File: src/rtl/bp_me_dma_arbiter_if.sv
// Handshake bundle between the cache-side DMA requesters and the single
// memory-side DMA port. The arbiter uses the master view; the surrounding
// caches and memory use the slave view.
interface bp_me_dma_arbiter_if #(
  parameter int num_dma_p       = 2,
  parameter int dma_pkt_width_p = 46,
  parameter int fill_width_p    = 64
);
  logic [num_dma_p-1:0][dma_pkt_width_p-1:0] dma_pkt_i;
  logic [num_dma_p-1:0]                      dma_pkt_v_i;
  logic [num_dma_p-1:0]                      dma_pkt_yumi_o;

  logic [num_dma_p-1:0][fill_width_p-1:0]    dma_data_o;
  logic [num_dma_p-1:0]                      dma_data_v_o;
  logic [num_dma_p-1:0]                      dma_data_ready_and_i;

  logic [num_dma_p-1:0][fill_width_p-1:0]    dma_data_i;
  logic [num_dma_p-1:0]                      dma_data_v_i;
  logic [num_dma_p-1:0]                      dma_data_yumi_o;

  logic [dma_pkt_width_p-1:0]                mem_dma_pkt_o;
  logic                                      mem_dma_pkt_v_o;
  logic                                      mem_dma_pkt_yumi_i;

  logic [fill_width_p-1:0]                   mem_dma_data_i;
  logic                                      mem_dma_data_v_i;
  logic                                      mem_dma_data_ready_and_o;

  logic [fill_width_p-1:0]                   mem_dma_data_o;
  logic                                      mem_dma_data_v_o;
  logic                                      mem_dma_data_yumi_i;

  modport master (
    input  dma_pkt_i, dma_pkt_v_i, dma_data_ready_and_i, dma_data_i, dma_data_v_i,
    input  mem_dma_pkt_yumi_i, mem_dma_data_i, mem_dma_data_v_i, mem_dma_data_yumi_i,
    output dma_pkt_yumi_o, dma_data_o, dma_data_v_o, dma_data_yumi_o,
    output mem_dma_pkt_o, mem_dma_pkt_v_o, mem_dma_data_ready_and_o,
    output mem_dma_data_o, mem_dma_data_v_o
  );

  modport slave (
    output dma_pkt_i, dma_pkt_v_i, dma_data_ready_and_i, dma_data_i, dma_data_v_i,
    output mem_dma_pkt_yumi_i, mem_dma_data_i, mem_dma_data_v_i, mem_dma_data_yumi_i,
    input  dma_pkt_yumi_o, dma_data_o, dma_data_v_o, dma_data_yumi_o,
    input  mem_dma_pkt_o, mem_dma_pkt_v_o, mem_dma_data_ready_and_o,
    input  mem_dma_data_o, mem_dma_data_v_o
  );
endinterface

File: src/rtl/bp_me_dma_arbiter.sv
// Round-robin arbiter merging several cache DMA ports onto one memory DMA port.
// Reads are tracked in an in-order FIFO of requester ids so returning beats are
// steered to the right cache; writes stream their beats straight through.
// Optional macro BP_ME_DMA_ARBITER_CHECK_EN compiles in simulation-only checks.
//
//   state   | meaning
//   e_idle  | arbitrating / presenting packets to memory
//   e_wdata | forwarding write beats from requester wid_r
module bp_me_dma_arbiter #(
  parameter int num_dma_p       = 2,
  parameter int dma_pkt_width_p = 46,
  parameter int fill_width_p    = 64,
  parameter int fill_beats_p    = 8,
  parameter int rd_fifo_els_p   = 4
) (
  input logic clk_i,
  input logic reset_n_i,
  bp_me_dma_arbiter_if.master bus
);
  localparam int sel_w  = (num_dma_p > 1) ? $clog2(num_dma_p) : 1;
  localparam int fptr_w = (rd_fifo_els_p > 1) ? $clog2(rd_fifo_els_p) : 1;
  localparam int fcnt_w = $clog2(rd_fifo_els_p + 1);
  localparam int beat_w = (fill_beats_p > 1) ? $clog2(fill_beats_p) : 1;
  localparam logic [sel_w-1:0]  last_sel  = sel_w'(num_dma_p - 1);
  localparam logic [fptr_w-1:0] last_fptr = fptr_w'(rd_fifo_els_p - 1);
  localparam logic [beat_w-1:0] last_beat = beat_w'(fill_beats_p - 1);

  typedef enum logic {e_idle, e_wdata} state_e;

  state_e               state_r, state_n;
  logic [sel_w-1:0]     rr_ptr_r, lock_sel_r, wid_r, sel, arb_sel, head;
  logic [sel_w:0]       arb_sum;
  logic                 lock_r, arb_found;
  logic [num_dma_p-1:0] eligible;
  logic [beat_w-1:0]    wbeat_r, rbeat_r;
  logic [sel_w-1:0]     fifo_mem [rd_fifo_els_p];
  logic [fptr_w-1:0]    fifo_wptr_r, fifo_rptr_r;
  logic [fcnt_w-1:0]    fifo_cnt_r;
  logic                 fifo_full, fifo_empty;
  logic                 pkt_v, pkt_go, pkt_wnr, push, pop, wbeat_go, rbeat_go;

  assign fifo_full  = (fifo_cnt_r == fcnt_w'(rd_fifo_els_p));
  assign fifo_empty = (fifo_cnt_r == '0);
  assign head       = fifo_mem[fifo_rptr_r];

  // A read can only compete while the return FIFO has room for its id.
  always_comb begin
    eligible = '0;
    for (int i = 0; i < num_dma_p; i++)
      eligible[i] = bus.dma_pkt_v_i[i] & (bus.dma_pkt_i[i][dma_pkt_width_p-1] | ~fifo_full);
  end

  // First eligible requester at or after the priority pointer, wrapping.
  always_comb begin
    arb_found = 1'b0;
    arb_sel   = '0;
    arb_sum   = '0;
    for (int off = 0; off < num_dma_p; off++) begin
      arb_sum = {1'b0, rr_ptr_r} + (sel_w+1)'(off);
      if (arb_sum >= (sel_w+1)'(num_dma_p))
        arb_sum = arb_sum - (sel_w+1)'(num_dma_p);
      if (!arb_found && eligible[arb_sum[sel_w-1:0]]) begin
        arb_found = 1'b1;
        arb_sel   = arb_sum[sel_w-1:0];
      end
    end
  end

  // Next state and all outputs; everything is forced low while reset is held.
  always_comb begin
    state_n  = state_r;
    sel      = lock_r ? lock_sel_r : arb_sel;
    pkt_v    = 1'b0;
    pkt_go   = 1'b0;
    pkt_wnr  = 1'b0;
    wbeat_go = 1'b0;
    rbeat_go = 1'b0;
    bus.dma_pkt_yumi_o           = '0;
    bus.dma_data_o               = '0;
    bus.dma_data_v_o             = '0;
    bus.dma_data_yumi_o          = '0;
    bus.mem_dma_pkt_o            = '0;
    bus.mem_dma_pkt_v_o          = 1'b0;
    bus.mem_dma_data_ready_and_o = 1'b0;
    bus.mem_dma_data_o           = '0;
    bus.mem_dma_data_v_o         = 1'b0;
    if (reset_n_i) begin
      if (state_r == e_idle) begin
        pkt_v   = lock_r ? bus.dma_pkt_v_i[lock_sel_r] : arb_found;
        pkt_wnr = bus.dma_pkt_i[sel][dma_pkt_width_p-1];
        pkt_go  = pkt_v & bus.mem_dma_pkt_yumi_i;
        bus.mem_dma_pkt_v_o     = pkt_v;
        bus.mem_dma_pkt_o       = bus.dma_pkt_i[sel];
        bus.dma_pkt_yumi_o[sel] = pkt_go;
        if (pkt_go && pkt_wnr)
          state_n = e_wdata;
      end else begin
        wbeat_go = bus.mem_dma_data_yumi_i;
        bus.mem_dma_data_o        = bus.dma_data_i[wid_r];
        bus.mem_dma_data_v_o      = bus.dma_data_v_i[wid_r];
        bus.dma_data_yumi_o[wid_r] = wbeat_go;
        if (wbeat_go && wbeat_r == last_beat)
          state_n = e_idle;
      end
      // Read return runs independently of the packet/write side.
      if (!fifo_empty) begin
        bus.dma_data_o[head]         = bus.mem_dma_data_i;
        bus.dma_data_v_o[head]       = bus.mem_dma_data_v_i;
        bus.mem_dma_data_ready_and_o = bus.dma_data_ready_and_i[head];
        rbeat_go = bus.mem_dma_data_v_i & bus.dma_data_ready_and_i[head];
      end
    end
  end

  assign push = pkt_go & ~pkt_wnr;
  assign pop  = rbeat_go & (rbeat_r == last_beat);

  // Control state: FSM, selection lock, priority pointer, beat counters.
  always_ff @(posedge clk_i or negedge reset_n_i) begin
    if (!reset_n_i) begin
      state_r    <= e_idle;
      lock_r     <= 1'b0;
      lock_sel_r <= '0;
      rr_ptr_r   <= '0;
      wid_r      <= '0;
      wbeat_r    <= '0;
      rbeat_r    <= '0;
    end else begin
      state_r <= state_n;
      if (pkt_v && !pkt_go) begin
        lock_r     <= 1'b1;
        lock_sel_r <= sel;
      end else if (pkt_go) begin
        lock_r <= 1'b0;
      end
      if (pkt_go) begin
        rr_ptr_r <= (sel == last_sel) ? '0 : sel + 1'b1;
        if (pkt_wnr) begin
          wid_r   <= sel;
          wbeat_r <= '0;
        end
      end
      if (wbeat_go)
        wbeat_r <= (wbeat_r == last_beat) ? '0 : wbeat_r + 1'b1;
      if (rbeat_go)
        rbeat_r <= (rbeat_r == last_beat) ? '0 : rbeat_r + 1'b1;
    end
  end

  // Read-id FIFO pointers and occupancy; push and pop may coincide.
  always_ff @(posedge clk_i or negedge reset_n_i) begin
    if (!reset_n_i) begin
      fifo_wptr_r <= '0;
      fifo_rptr_r <= '0;
      fifo_cnt_r  <= '0;
    end else begin
      if (push)
        fifo_wptr_r <= (fifo_wptr_r == last_fptr) ? '0 : fifo_wptr_r + 1'b1;
      if (pop)
        fifo_rptr_r <= (fifo_rptr_r == last_fptr) ? '0 : fifo_rptr_r + 1'b1;
      if (push && !pop)
        fifo_cnt_r <= fifo_cnt_r + 1'b1;
      else if (pop && !push)
        fifo_cnt_r <= fifo_cnt_r - 1'b1;
    end
  end

  // FIFO storage needs no reset; occupancy gates every read of it.
  always_ff @(posedge clk_i) begin
    if (push)
      fifo_mem[fifo_wptr_r] <= sel;
  end

`ifdef BP_ME_DMA_ARBITER_CHECK_EN
  // Simulation-only protocol checks on the memory and cache sides.
  always_ff @(posedge clk_i) begin
    if (reset_n_i) begin
      if (bus.mem_dma_data_v_i && fifo_empty)
        $error("bp_me_dma_arbiter: read data with no outstanding read");
      if (state_r == e_idle && lock_r && !bus.dma_pkt_v_i[lock_sel_r])
        $error("bp_me_dma_arbiter: locked requester dropped valid before yumi");
    end
  end
`endif
endmodule

File: src/flat_wrapper.sv
// flat-port wrapper written by rule: the top's interface ports become plain ports
module bp_me_dma_arbiter_flat 
#(
  parameter int num_dma_p       = 2,
  parameter int dma_pkt_width_p = 46,
  parameter int fill_width_p    = 64,
  parameter int fill_beats_p    = 8,
  parameter int rd_fifo_els_p   = 4
)
  (clk_i, reset_n_i, bus_dma_pkt_i, bus_dma_pkt_v_i, bus_dma_data_ready_and_i, bus_dma_data_i, bus_dma_data_v_i, bus_mem_dma_pkt_yumi_i, bus_mem_dma_data_i, bus_mem_dma_data_v_i, bus_mem_dma_data_yumi_i, bus_dma_pkt_yumi_o, bus_dma_data_o, bus_dma_data_v_o, bus_dma_data_yumi_o, bus_mem_dma_pkt_o, bus_mem_dma_pkt_v_o, bus_mem_dma_data_ready_and_o, bus_mem_dma_data_o, bus_mem_dma_data_v_o);
  bp_me_dma_arbiter_if #(.num_dma_p(num_dma_p), .dma_pkt_width_p(dma_pkt_width_p), .fill_width_p(fill_width_p)) bus_i ();
  input logic clk_i;
  input logic reset_n_i;
  input wire logic [$bits(bus_i.dma_pkt_i)-1:0] bus_dma_pkt_i;
  input wire logic [$bits(bus_i.dma_pkt_v_i)-1:0] bus_dma_pkt_v_i;
  input wire logic [$bits(bus_i.dma_data_ready_and_i)-1:0] bus_dma_data_ready_and_i;
  input wire logic [$bits(bus_i.dma_data_i)-1:0] bus_dma_data_i;
  input wire logic [$bits(bus_i.dma_data_v_i)-1:0] bus_dma_data_v_i;
  input wire logic [$bits(bus_i.mem_dma_pkt_yumi_i)-1:0] bus_mem_dma_pkt_yumi_i;
  input wire logic [$bits(bus_i.mem_dma_data_i)-1:0] bus_mem_dma_data_i;
  input wire logic [$bits(bus_i.mem_dma_data_v_i)-1:0] bus_mem_dma_data_v_i;
  input wire logic [$bits(bus_i.mem_dma_data_yumi_i)-1:0] bus_mem_dma_data_yumi_i;
  output wire logic [$bits(bus_i.dma_pkt_yumi_o)-1:0] bus_dma_pkt_yumi_o;
  output wire logic [$bits(bus_i.dma_data_o)-1:0] bus_dma_data_o;
  output wire logic [$bits(bus_i.dma_data_v_o)-1:0] bus_dma_data_v_o;
  output wire logic [$bits(bus_i.dma_data_yumi_o)-1:0] bus_dma_data_yumi_o;
  output wire logic [$bits(bus_i.mem_dma_pkt_o)-1:0] bus_mem_dma_pkt_o;
  output wire logic [$bits(bus_i.mem_dma_pkt_v_o)-1:0] bus_mem_dma_pkt_v_o;
  output wire logic [$bits(bus_i.mem_dma_data_ready_and_o)-1:0] bus_mem_dma_data_ready_and_o;
  output wire logic [$bits(bus_i.mem_dma_data_o)-1:0] bus_mem_dma_data_o;
  output wire logic [$bits(bus_i.mem_dma_data_v_o)-1:0] bus_mem_dma_data_v_o;
  assign bus_i.dma_pkt_i = bus_dma_pkt_i;
  assign bus_i.dma_pkt_v_i = bus_dma_pkt_v_i;
  assign bus_i.dma_data_ready_and_i = bus_dma_data_ready_and_i;
  assign bus_i.dma_data_i = bus_dma_data_i;
  assign bus_i.dma_data_v_i = bus_dma_data_v_i;
  assign bus_i.mem_dma_pkt_yumi_i = bus_mem_dma_pkt_yumi_i;
  assign bus_i.mem_dma_data_i = bus_mem_dma_data_i;
  assign bus_i.mem_dma_data_v_i = bus_mem_dma_data_v_i;
  assign bus_i.mem_dma_data_yumi_i = bus_mem_dma_data_yumi_i;
  assign bus_dma_pkt_yumi_o = bus_i.dma_pkt_yumi_o;
  assign bus_dma_data_o = bus_i.dma_data_o;
  assign bus_dma_data_v_o = bus_i.dma_data_v_o;
  assign bus_dma_data_yumi_o = bus_i.dma_data_yumi_o;
  assign bus_mem_dma_pkt_o = bus_i.mem_dma_pkt_o;
  assign bus_mem_dma_pkt_v_o = bus_i.mem_dma_pkt_v_o;
  assign bus_mem_dma_data_ready_and_o = bus_i.mem_dma_data_ready_and_o;
  assign bus_mem_dma_data_o = bus_i.mem_dma_data_o;
  assign bus_mem_dma_data_v_o = bus_i.mem_dma_data_v_o;
  bp_me_dma_arbiter #(.num_dma_p(num_dma_p), .dma_pkt_width_p(dma_pkt_width_p), .fill_width_p(fill_width_p), .fill_beats_p(fill_beats_p), .rd_fifo_els_p(rd_fifo_els_p)) u_core (.clk_i(clk_i), .reset_n_i(reset_n_i), .bus(bus_i));
endmodule
File: config.mk
export PLATFORM = sky130hd
export DESIGN_NAME = bp_me_dma_arbiter_flat
export DESIGN_NICKNAME = d
export VERILOG_FILES = /design/src/rtl/bp_me_dma_arbiter_if.sv /design/src/rtl/bp_me_dma_arbiter.sv /design/src/flat_wrapper.sv
export SDC_FILE = /design/constraint.sdc
export NUM_CORES = 1
export LEC_CHECK = 0
export ABC_AREA = 1
export CORE_AREA = 2 2 211 213
export CTS_CLUSTER_DIAMETER = 150
export DETAILED_ROUTE_END_ITERATION = 10
export DIE_AREA = 0 0 213 215
export GPL_TIMING_DRIVEN = 0
export PLACE_DENSITY_LB_ADDON = 0.12
export SETUP_SLACK_MARGIN = 0.3
export SLEW_MARGIN = 20
export SYNTH_ARGS = -nofsm -noshare
export SYNTH_HDL_FRONTEND = slang
export SYNTH_SLANG_ARGS = --single-unit
File: constraint.sdc
create_clock -name clk_i -period 2.38 [get_ports clk_i]
set_clock_uncertainty 0.1 [all_clocks]
set_input_delay 0.357 -clock clk_i [delete_from_list [all_inputs] [get_ports clk_i]]
set_output_delay 0.357 -clock clk_i [all_outputs]
set_load 0.03 [all_outputs]
# Word level (Yosys, flattened, before mapping)
# Memory sizes are Yosys's and may differ from the RTL's.
# Index checks and enable logic that the tools add are counted.
# totals
output_inout_bits,247
mem_count,1
wordCells,144
ff_bits,18
mem_bits_rw,4
# op_classes
n_reduce_logical,20
add_sub_neg,10
order_cmp,11
n_mux,73
eq_ne,5
bitwise,14
# memory_table
memory,words,word_bits,read_ports,rd_ports_with_merged_regs,write_ports,line,text
u_core.fifo_mem,4,1,1,0,1,bp_me_dma_arbiter.sv:36,logic [sel_w-1:0] fifo_mem [rd_fifo_els_p];
# ops
op,count
2-to-1 mux 64 bit,5
2-to-1 mux 128 bit,2
2-to-1 mux 46 bit,4
AND 128 bit,1
demux 64 bit (select 1 bit),1
2-to-1 mux 1 bit,43
2-to-1 mux 3 bit,7
2-to-1 mux 2 bit,8
"< comparator 1 x 2 -> 1 bit, second input constant",6
"adder 3 x 1 -> 3 bit, second input constant",3
"== test 3 bit, second input constant",3
logical AND 1 bit,9
nonzero test 2 bit,4
AND 1 bit,6
AND 2 bit,3
"adder 2 x 1 -> 2 bit, second input constant",2
"== test 2 bit, second input constant",2
logical NOT 1 bit,4
AND reduction 2 bit,2
demux 1 bit (select 1 bit),3
"greater-or-equal comparator 1 bit, second input constant",3
logical NOT 3 bit,1
"subtractor 3 x 1 -> 3 bit, second input constant",1
"adder 1 x 1 -> 2 bit, second input constant",1
other kinds (6),9

# Longest topological paths before layout
# Gate-level depths: netlist of the first run.
# logic_depth
ltp_word,21
mapped_depth,16

# Worst setup path before layout of the first run
# OpenSTA, ideal clock, no wires.
# synth_path
path_kind,register to register
from,register u_core.fifo_rptr_r[0]
to,register u_core.fifo_cnt_r[1]
arrival_time_ps,2268
slack_ps,-113
path_stages_with_launch,13
setup_time_ps,125
period_less_slack_ps,2493
required_ps,2155
cell_sequence,dfrtp_1 -> inv_2 -> nand2_1 -> nand3_1 -> nand2_2 -> inv_2 -> nor2_1 -> nor3_4 -> nand3_2 -> ha_1 -> inv_1 -> fa_1 -> mux2_2
# synth_via
elab_chain_cells,10
# synth_lines
item,line,text
"start, declared",bp_me_dma_arbiter.sv:37,"logic [fptr_w-1:0] fifo_wptr_r, fifo_rptr_r;"
"start signal, assigned",bp_me_dma_arbiter.sv:160,fifo_rptr_r <= (fifo_rptr_r == last_fptr) ? '0 : fifo_rptr_r + 1'b1;
memory read (4 x 1 bit) (*),n/a,
2-to-1 mux 1 bit (implied by the code) (*) (2 in series),bp_me_dma_arbiter.sv:110,rbeat_go = bus.mem_dma_data_v_i & bus.dma_data_ready_and_i[head];
AND 1 bit (*),bp_me_dma_arbiter.sv:110,
2-to-1 mux 1 bit (*),bp_me_dma_arbiter.sv:106,if (!fifo_empty) begin
2-to-1 mux 1 bit (*),bp_me_dma_arbiter.sv:87,if (reset_n_i) begin
AND 1 bit (*),bp_me_dma_arbiter.sv:116,assign pop = rbeat_go & (rbeat_r == last_beat);
logical NOT 1 bit,bp_me_dma_arbiter.sv:161,if (push && !pop)
logical AND 1 bit,bp_me_dma_arbiter.sv:161,
2-to-1 mux 3 bit or nonzero test 2 bit (tied branches),n/a,
"end signal, assigned",bp_me_dma_arbiter.sv:162,fifo_cnt_r <= fifo_cnt_r + 1'b1;
"end signal, assigned",bp_me_dma_arbiter.sv:164,fifo_cnt_r <= fifo_cnt_r - 1'b1;
"end, declared",bp_me_dma_arbiter.sv:38,logic [fcnt_w-1:0] fifo_cnt_r;
# Mark *: on every way between the ends. The rest lies on a longest branch, timed or not. The select of a mux whose other input is x is not followed.
# A chain may end at the register's enable or synchronous reset.

# Worst setup path in the final report of the first run
# layout_path
from,register u_core.fifo_cnt_r[1]
to,output port bus_mem_dma_pkt_o[25]
# layout_via
elab_chain_cells,15
# layout_lines
item,line,text
== test 3 bit (*),bp_me_dma_arbiter.sv:42,assign fifo_full = (fifo_cnt_r == fcnt_w'(rd_fifo_els_p));
inverter 1 bit (*),bp_me_dma_arbiter.sv:50,eligible[i] = bus.dma_pkt_v_i[i] & (bus.dma_pkt_i[i][dma_pkt_width_p-1] | ~fifo_full);
OR 1 bit,bp_me_dma_arbiter.sv:50,
AND 1 bit,bp_me_dma_arbiter.sv:50,
2-to-1 mux 1 bit (implied by the code) (2 in series),bp_me_dma_arbiter.sv:62,if (!arb_found && eligible[arb_sum[sel_w-1:0]]) begin
2-to-1 mux 1 bit,bp_me_dma_arbiter.sv:62,
logical NOT 1 bit,bp_me_dma_arbiter.sv:62,
logical AND 1 bit,bp_me_dma_arbiter.sv:62,
2-to-1 mux 1 bit (*),bp_me_dma_arbiter.sv:62,
2-to-1 mux 1 bit (*),bp_me_dma_arbiter.sv:72,sel = lock_r ? lock_sel_r : arb_sel;
2-to-1 mux 46 bit (implied by the code) (*) (2 in series),bp_me_dma_arbiter.sv:93,bus.mem_dma_pkt_o = bus.dma_pkt_i[sel];
2-to-1 mux 46 bit (*),bp_me_dma_arbiter.sv:88,if (state_r == e_idle) begin
2-to-1 mux 46 bit (*),bp_me_dma_arbiter.sv:87,
"end, declared",flat_wrapper.sv:27,output wire logic [$bits(bus_i.mem_dma_pkt_o)-1:0] bus_mem_dma_pkt_o;
# Marked as above.

==> metrics.cfg, run 1 <==
[clock_tree]
clock_latency_ps=260
cts_buffers=3
cts_root_buffer=clkbuf_16
cts.sinks=22
clock_path_buffers=2
cts_tree=built
path_clk_slew_ps=60
h-tree-depth=1

[die]
start_util_pct=8.847
ioPinCount=542
dieWidth_um=213
rows=77
die_h_um=215
die-area_mm2=0.04580
core_mm2=0.04364

[status]
status=finished with violations
violations=setup timing

[synth]
ys_warn_count=0
synth_area_per_cell_um2=5.197
ys_seq_area_share_pct=14.78
ys_ff_latch=22
synth_area_mm2=0.003861
synth_fp_nets=1049
synthCells=743
synth_cell_type_count=28

[power_and_ir_drop]
leakage_uw=0.006203
powerDensity_mw_per_mm2=839.6
ir_worst_vdd_uv=523.7
power_uw=11950

[hold_path]
hold_path_class=primary input to async pin

[route]
dr.pass1.iters=4
drtAntennaViolNets=0
wl_per_cell_um=16.96
drcViolationCount=0
drtIter0Drc=208
vias=7515
viasPerCell=3.735
drt-total-wl_mm=34.13

[worst_setup_path]
end_kind=output pin
ff2ff_path_depth=13
cp.arrival_ps=1960
worst_ep_required_time_ps=1920
critPathKind=flip-flop to output pin
startpoint_type=flip-flop
crit_fanout=14

[timing]
fin_ws_ps=-34.00
slew_violations=0
setup_violations=6
fin_crit_ps=2414
hold_slack_ps=99.66
final-hold-violation-count=0
rsz0062_at_grt=true
relSlewSlack_pct=68.84
worst_pin_slew_ps=467.4
fmax_mhz=414.3
finalCritPeriodShare_pct=101.4

[finish]
fillers=4656
regArea_um2=570.5
final_cell_mix=clkdlybuf4s50_1 (291), nor2_1 (200), buf_6 (171)
layout_commonest_cell=clkdlybuf4s50_1
syn2layout_area_growth_pct=268.5
nets=1726
stdcell_count=2012
drive_above_1_share_pct=50.46
final_cell_area_mm2=0.01423
multiInputGateArea_mm2=0.004517

[global_route]
grt_max_degree=19
grt_pass1_vias=7238
grt_overflow=0
antenna_found_initial=1
track_usage_pct=13.46
grt_pass1_wl_mm=46.64

[place]
placed_area_mm2=0.01082
pre_cts_slack_ps=-1162
dp_cells=1876
dpl.hpwl_mm=26.91
io_buffer_count=541
gp_congestion=0.7901

[flow_run]
maxCapViolations=0

## final timing paths
kind                                         end  slack [ps]                 start
hold / removal                    u_core.state_r         100             reset_n_i
max in group asynchronous      u_core.rbeat_r[1]        1760             reset_n_i
setup / recovery           bus_mem_dma_pkt_o[25]         -30  u_core.fifo_cnt_r[1]
setup reg to reg            u_core.fifo_cnt_r[1]         -30  u_core.fifo_cnt_r[1]
min in group clk_i                u_core.state_r         310             reset_n_i
hold reg to reg                u_core.rbeat_r[1]         380     u_core.rbeat_r[1]
## metal layers
layer / share of wire [%] / GRT usage, % / vias up
met5: 0 / 0 / -
met3: 6.0 / 2.411 / 27
li1: - / - / 3757
met4: 1.7 / 1.911 / 0
met1: 35 / 14.19 / 3465
met2: 57 / 27.49 / 266
## registers in the layout, summed over array words and instances (netlist names)
signal / flops
u_core.fifo_cnt_r: 3
u_core.fifo_mem: 4
u_core.fifo_rptr_r: 2
u_core.fifo_wptr_r: 2
u_core.lock_r: 1
u_core.lock_sel_r: 1
u_core.rbeat_r: 3
u_core.rr_ptr_r: 1
u_core.state_r: 1
u_core.wbeat_r: 3
u_core.wid_r: 1
## critical path: stages, from the launching register on
cell and delay (ps):
dfrtp_1 410, nor2_4 160, nand3_2 110, nand3_2 100
nand3_4 110, buf_12 170, inv_16 110, buf_8 130
nor2_1 40, nor2_1 150, buf_4 190
## area by class of cell
type / instances / area share [%]
multi-input cells: 566 / 31.74
inverters: 91 / 2.603
clock buffers: 3 / 0.5276
repair buffers: 672 / 48.79
flip-flops and latches: 22 / 4.010
diodes: 1 / 0.01759
well taps: 592 / 5.206
clock inverters: 1 / 0.2110
plain buffers: 64 / 6.894
## timing repair
item,4_1_cts,5_1_grt
pin swaps,28,65
setup endpoints to repair,250,254
hold buffers,1,0
gates cloned,10,19
endpoints found under the hold margin,18,0
gates resized for setup,1216,928
buffers inserted,30,71
## cell usage after synthesis
cell        n  area, um2
buf_1      10      37.54
buf_2      22      110.1
buf_6       6      67.56
clkbuf_1   26      97.59
dfrtp_1    18      450.4
edfxtp_1    4      120.1
fa_1        1      20.02
ha_1       10      125.1
inv_1      88      330.3
inv_2       3      11.26
mux2_2      1      11.26
nand2_1    42      157.7
nand2_2     2      12.51
nand3_1    15      75.07
nand3_2     1      10.01
nand3_4     1      17.52
nand4_1     2      12.51
nor2_1    234      878.3
nor2_2      2      12.51
nor3_1    195      975.9
nor3_2      1      10.01
nor3_4      1      16.27
nor4_1      1      6.260
o21ai_0    39      195.2
o21ai_1    14      70.07
or2_2       2      12.51
xnor2_1     1      8.760
xor2_1      1      8.760
## cell families (layout without fill, tap and decap cells)
family,count (synthesis),after routing,synth area share (%)
XOR/XNOR,2,2,0.4537
multiplexers,1,1,0.2916
AND/OR/NAND/NOR,499,499,56.90
AO/OA/AOI/OAI,53,53,6.870
flip-flops,22,22,14.78
other,0,1,0
adder cells (fa/ha/maj),11,11,3.759
buffers and inverters,155,831,16.95
## metrics by stage
stage	setup TNS [ps]	util (%)
floorplan	-90.63	-
global placement	-431790	24.81
detailed placement	-196410	24.80
CTS	-1524	27.69
global route	-4736	32.60
finish	-94.59	32.60
## power by group
group,internal (uW),switching [uW]
registers,532,110
logic,5030,5780
clock network,335,153
Power figures use the tool's default switching activity.
==> run 2: changes to the inputs <==
--- a/config.mk
+++ b/config.mk
@@ -6,10 +6,11 @@
 export NUM_CORES = 1
 export LEC_CHECK = 0
 export ABC_AREA = 1
-export CORE_AREA = 2 2 211 213
+export CORE_AREA = 2 2 208 210
 export CTS_CLUSTER_DIAMETER = 150
 export DETAILED_ROUTE_END_ITERATION = 10
-export DIE_AREA = 0 0 213 215
+export DIE_AREA = 0 0 210 212
+export DONT_BUFFER_PORTS = 1
 export GPL_TIMING_DRIVEN = 0
 export PLACE_DENSITY_LB_ADDON = 0.12
 export SETUP_SLACK_MARGIN = 0.3
==> constraint.sdc (replaced) <==
create_clock -name clk_i -period 2.6 [get_ports clk_i]
set_clock_uncertainty 0.1 [all_clocks]
set_input_delay 0.52 -clock clk_i [delete_from_list [all_inputs] [get_ports clk_i]]
set_output_delay 0.52 -clock clk_i [all_outputs]
set_load 0.03 [all_outputs]
==> run 2 against run 1 <==
The flow still finishes with violations (setup timing). Routed wire length decreased by 15%. Flip-flop and latch count unchanged. Utilization decreased by 10 points. Clock power decreased by 9.7%. Register-to-register slack got worse by 180 ps. Non-clock buffer count decreased by 582. Largest cell class is now multi-input combinational cells. Global-route usage decreased by 1.9 points. Critical endpoint is now u_core.fifo_cnt_r[1]. Sequential share of layout area increased by 1.9 points. Die area decreased by 2.8%. Hold slack improved by 220 ps. Count of clock-buffer cells in the layout unchanged.
==> metrics.cfg, run 2 (synthesis results as in run 1) <==
[die]
die-area_mm2=0.04452  ; -2.8%
die_h_um=212  ; -1.4%
core_mm2=0.04251  ; -2.6%
dieWidth_um=210  ; -1.4%
ioPinCount=542  ; unchanged
rows=76  ; -1.3%
start_util_pct=9.084  ; +0.24 points

[place]
placed_area_mm2=0.005393  ; -50%
dpl.hpwl_mm=21.59  ; -20%
gp_congestion=0.7765  ; -1.7%
pre_cts_slack_ps=-506.9  ; +655.5 ps
io_buffer_count=0  ; -100%

[timing]
fin_crit_ps=2814
relSlewSlack_pct=37.43  ; -31 points
fmax_mhz=355.3
setup_violations=44  ; +38
slew_violations=0  ; unchanged
worst_pin_slew_ps=935.5  ; +468.1 ps
rsz0062_at_grt=true
hold_slack_ps=321.3  ; +221.7 ps
finalCritPeriodShare_pct=108.2
final-hold-violation-count=0  ; unchanged
fin_ws_ps=-214.3  ; -180.3 ps

[worst_setup_path]
slowest_delay_ps=570  ; +160 ps
worst_ep_required_time_ps=2640  ; +720 ps
r2r_end=u_core.fifo_cnt_r[1]
worst_path_max_delay_cell=nor3_4
startpoint_type=flip-flop
rr_startpoint=u_core.fifo_rptr_r[0]
crit_fanout=5  ; -9
crit_family=simple AND/OR/NAND/NOR gates
end_kind=flip-flop
cp.arrival_ps=2860  ; +900 ps
critPathKind=flip-flop to flip-flop
r2r_slack_ps=-210  ; -180 ps
path_cells=inv_2 -> nand2_2 -> nand3_2 -> nand2_4 -> inv_4 -> nor2_4 -> nor3_4 -> nand3_2 -> ha_4 -> inv_4 -> fa_1 -> mux2_4
path_buf_inv=3  ; -1
ff2ff_path_depth=12  ; -1

[power_and_ir_drop]
ir_worst_vdd_uv=890.6  ; +70%
powerDensity_mw_per_mm2=1085  ; +29%
leakage_uw=0.003563  ; -43%

[clock_tree]
cts.sinks=22  ; unchanged
path_clk_slew_ps=70  ; about the same
cts_buffers=3  ; unchanged
cts_root_buffer=clkbuf_16
clock_path_buffers=2  ; unchanged
clock_latency_ps=260  ; about the same
h-tree-depth=1  ; unchanged
cts_tree=built

[finish]
syn2layout_area_growth_pct=148.7
largest_reg_flops=4  ; unchanged
layout_commonest_cell=nor3_4
fillers=4512  ; -3.1%
regMostFlops=u_core.fifo_mem
final_cell_mix=nor3_4 (194), nor2_1 (131), inv_1 (83)
fin_util_pct=22.59  ; -10 points
drive_above_1_share_pct=61.69  ; +11 points
final_cell_area_mm2=0.009603  ; -33%
nets=1145  ; -34%

[route]
viasPerCell=4.292  ; +15%
wl_per_cell_um=21.00  ; +24%
vias=5957  ; -21%
dr.pass1.iters=4  ; unchanged
drcViolationCount=0  ; unchanged
drt-total-wl_mm=29.14  ; -15%
drtAntennaViolNets=0  ; unchanged
drtIter0Drc=367  ; +76%

[global_route]
grt_pass1_wl_mm=38.63  ; -17%
track_usage_pct=11.51  ; -1.9 points
grt_overflow=0  ; unchanged
met2_usage_pct=20.68  ; -6.8 points
antenna_found_initial=4  ; +3
use_met3_pct=2.482  ; +0.070 points
use_met1_pct=13.15  ; -1.0 points
grt_max_degree=19  ; unchanged
grt_pass1_vias=5881  ; -19%
gr-max-usage-layer=met2

[status]
violations=setup timing
status=finished with violations

[hold_path]
hold_path_class=primary input to flip-flop
worstHoldStart=bus_mem_dma_data_v_i
min_to=u_core.rbeat_r[2]
hold_depth=2

[flow_run]
maxCapViolations=0  ; unchanged

run 2: changes by cell type in the layout (fill, tap and decap cells not counted), moves of 5 or more:
| cell | change |
|---|---|
| o21ai_0 | -6 |
| buf_6 | -137 |
| buf_12 | -19 |
| clkbuf_2 | -22 |
| clkdlybuf4s50_1 | -291 |
| buf_2 | -18 |
| clkbuf_8 | +5 |
| nor3_2 | -76 |
| nor2_4 | +54 |
| buf_4 | -96 |
| nor2_2 | +15 |
| nor2_1 | -69 |
| nor3_1 | -19 |
| nor3_4 | +95 |
run 2: final cells by class:
type / instances / area, um2 / share of cell area [%]
inverter: 91 / 376.6 / 3.922
multi-input combinational: 566 / 5640 / 58.74
clock inverter: 1 / 30.03 / 0.3127
tap: 546 / 683.2 / 7.114
antenna: 4 / 10.01 / 0.1042
timing repair buffer: 90 / 1275 / 13.28
timing repair inverter: 1 / 11.26 / 0.1173
sequential: 22 / 570.5 / 5.941
buffer: 64 / 930.9 / 9.694
clock buffer: 3 / 75.07 / 0.7818
run 2: timing repair:
| item | 4_1_cts | 5_1_grt |
|---|---|---|
| setup buffers | 47 | 21 |
| gates resized for setup | 626 | 102 |
| pin swaps | 103 | 50 |
| endpoints found under the setup margin | 249 | 240 |
| endpoints found under the hold margin | 18 | 0 |
| gates cloned | 13 | 9 |
| hold buffers | 1 | 0 |
run 2: worst max path at each step:
stage / slack (ps) / from / depth (start not counted) / to
2_1_floorplan: 150 / u_core.fifo_rptr_r[0] / 12 / u_core.fifo_cnt_r[1]
3_3_place_gp: -460 / u_core.fifo_cnt_r[0] / 9 / u_core.fifo_cnt_r[1]
3_5_place_dp: -510 / u_core.fifo_cnt_r[0] / 9 / u_core.fifo_cnt_r[1]
4_1_cts: -360 / u_core.fifo_rptr_r[0] / 12 / u_core.fifo_cnt_r[1]
5_1_grt: -460 / u_core.fifo_rptr_r[0] / 11 / u_core.fifo_cnt_r[1]
6_report: -210 / u_core.fifo_rptr_r[0] / 12 / u_core.fifo_cnt_r[1]
run 2: routing by layer:
layer | vias to the layer above | wire length, um
li1 | 2613 | -
met1 | 2878 | 10380
met2 | 396 | 15070
met3 | 70 | 2251
met4 | 0 | 1445
met5 | - | 0
run 2: power breakdown:
part / internal [uW] / switching, uW / total (uW)
Combinational: 3580 / 5800 / 9380
Sequential: 487 / 106 / 593
Clock: 306 / 134 / 440
Total: 4380 / 6040 / 10400
run 2: through the flow:
step | power, uW | TNS [ps] | cells
after global routing | 10930 | -12640 | 1388
after CTS | 9671 | -2868 | 1354
after detailed placement | 5522 | -11220 | 1289
after global placement | 5568 | -10490 | 1289
final | 10420 | -2171 | 1388
after floorplan | 4498 | 0 | 743
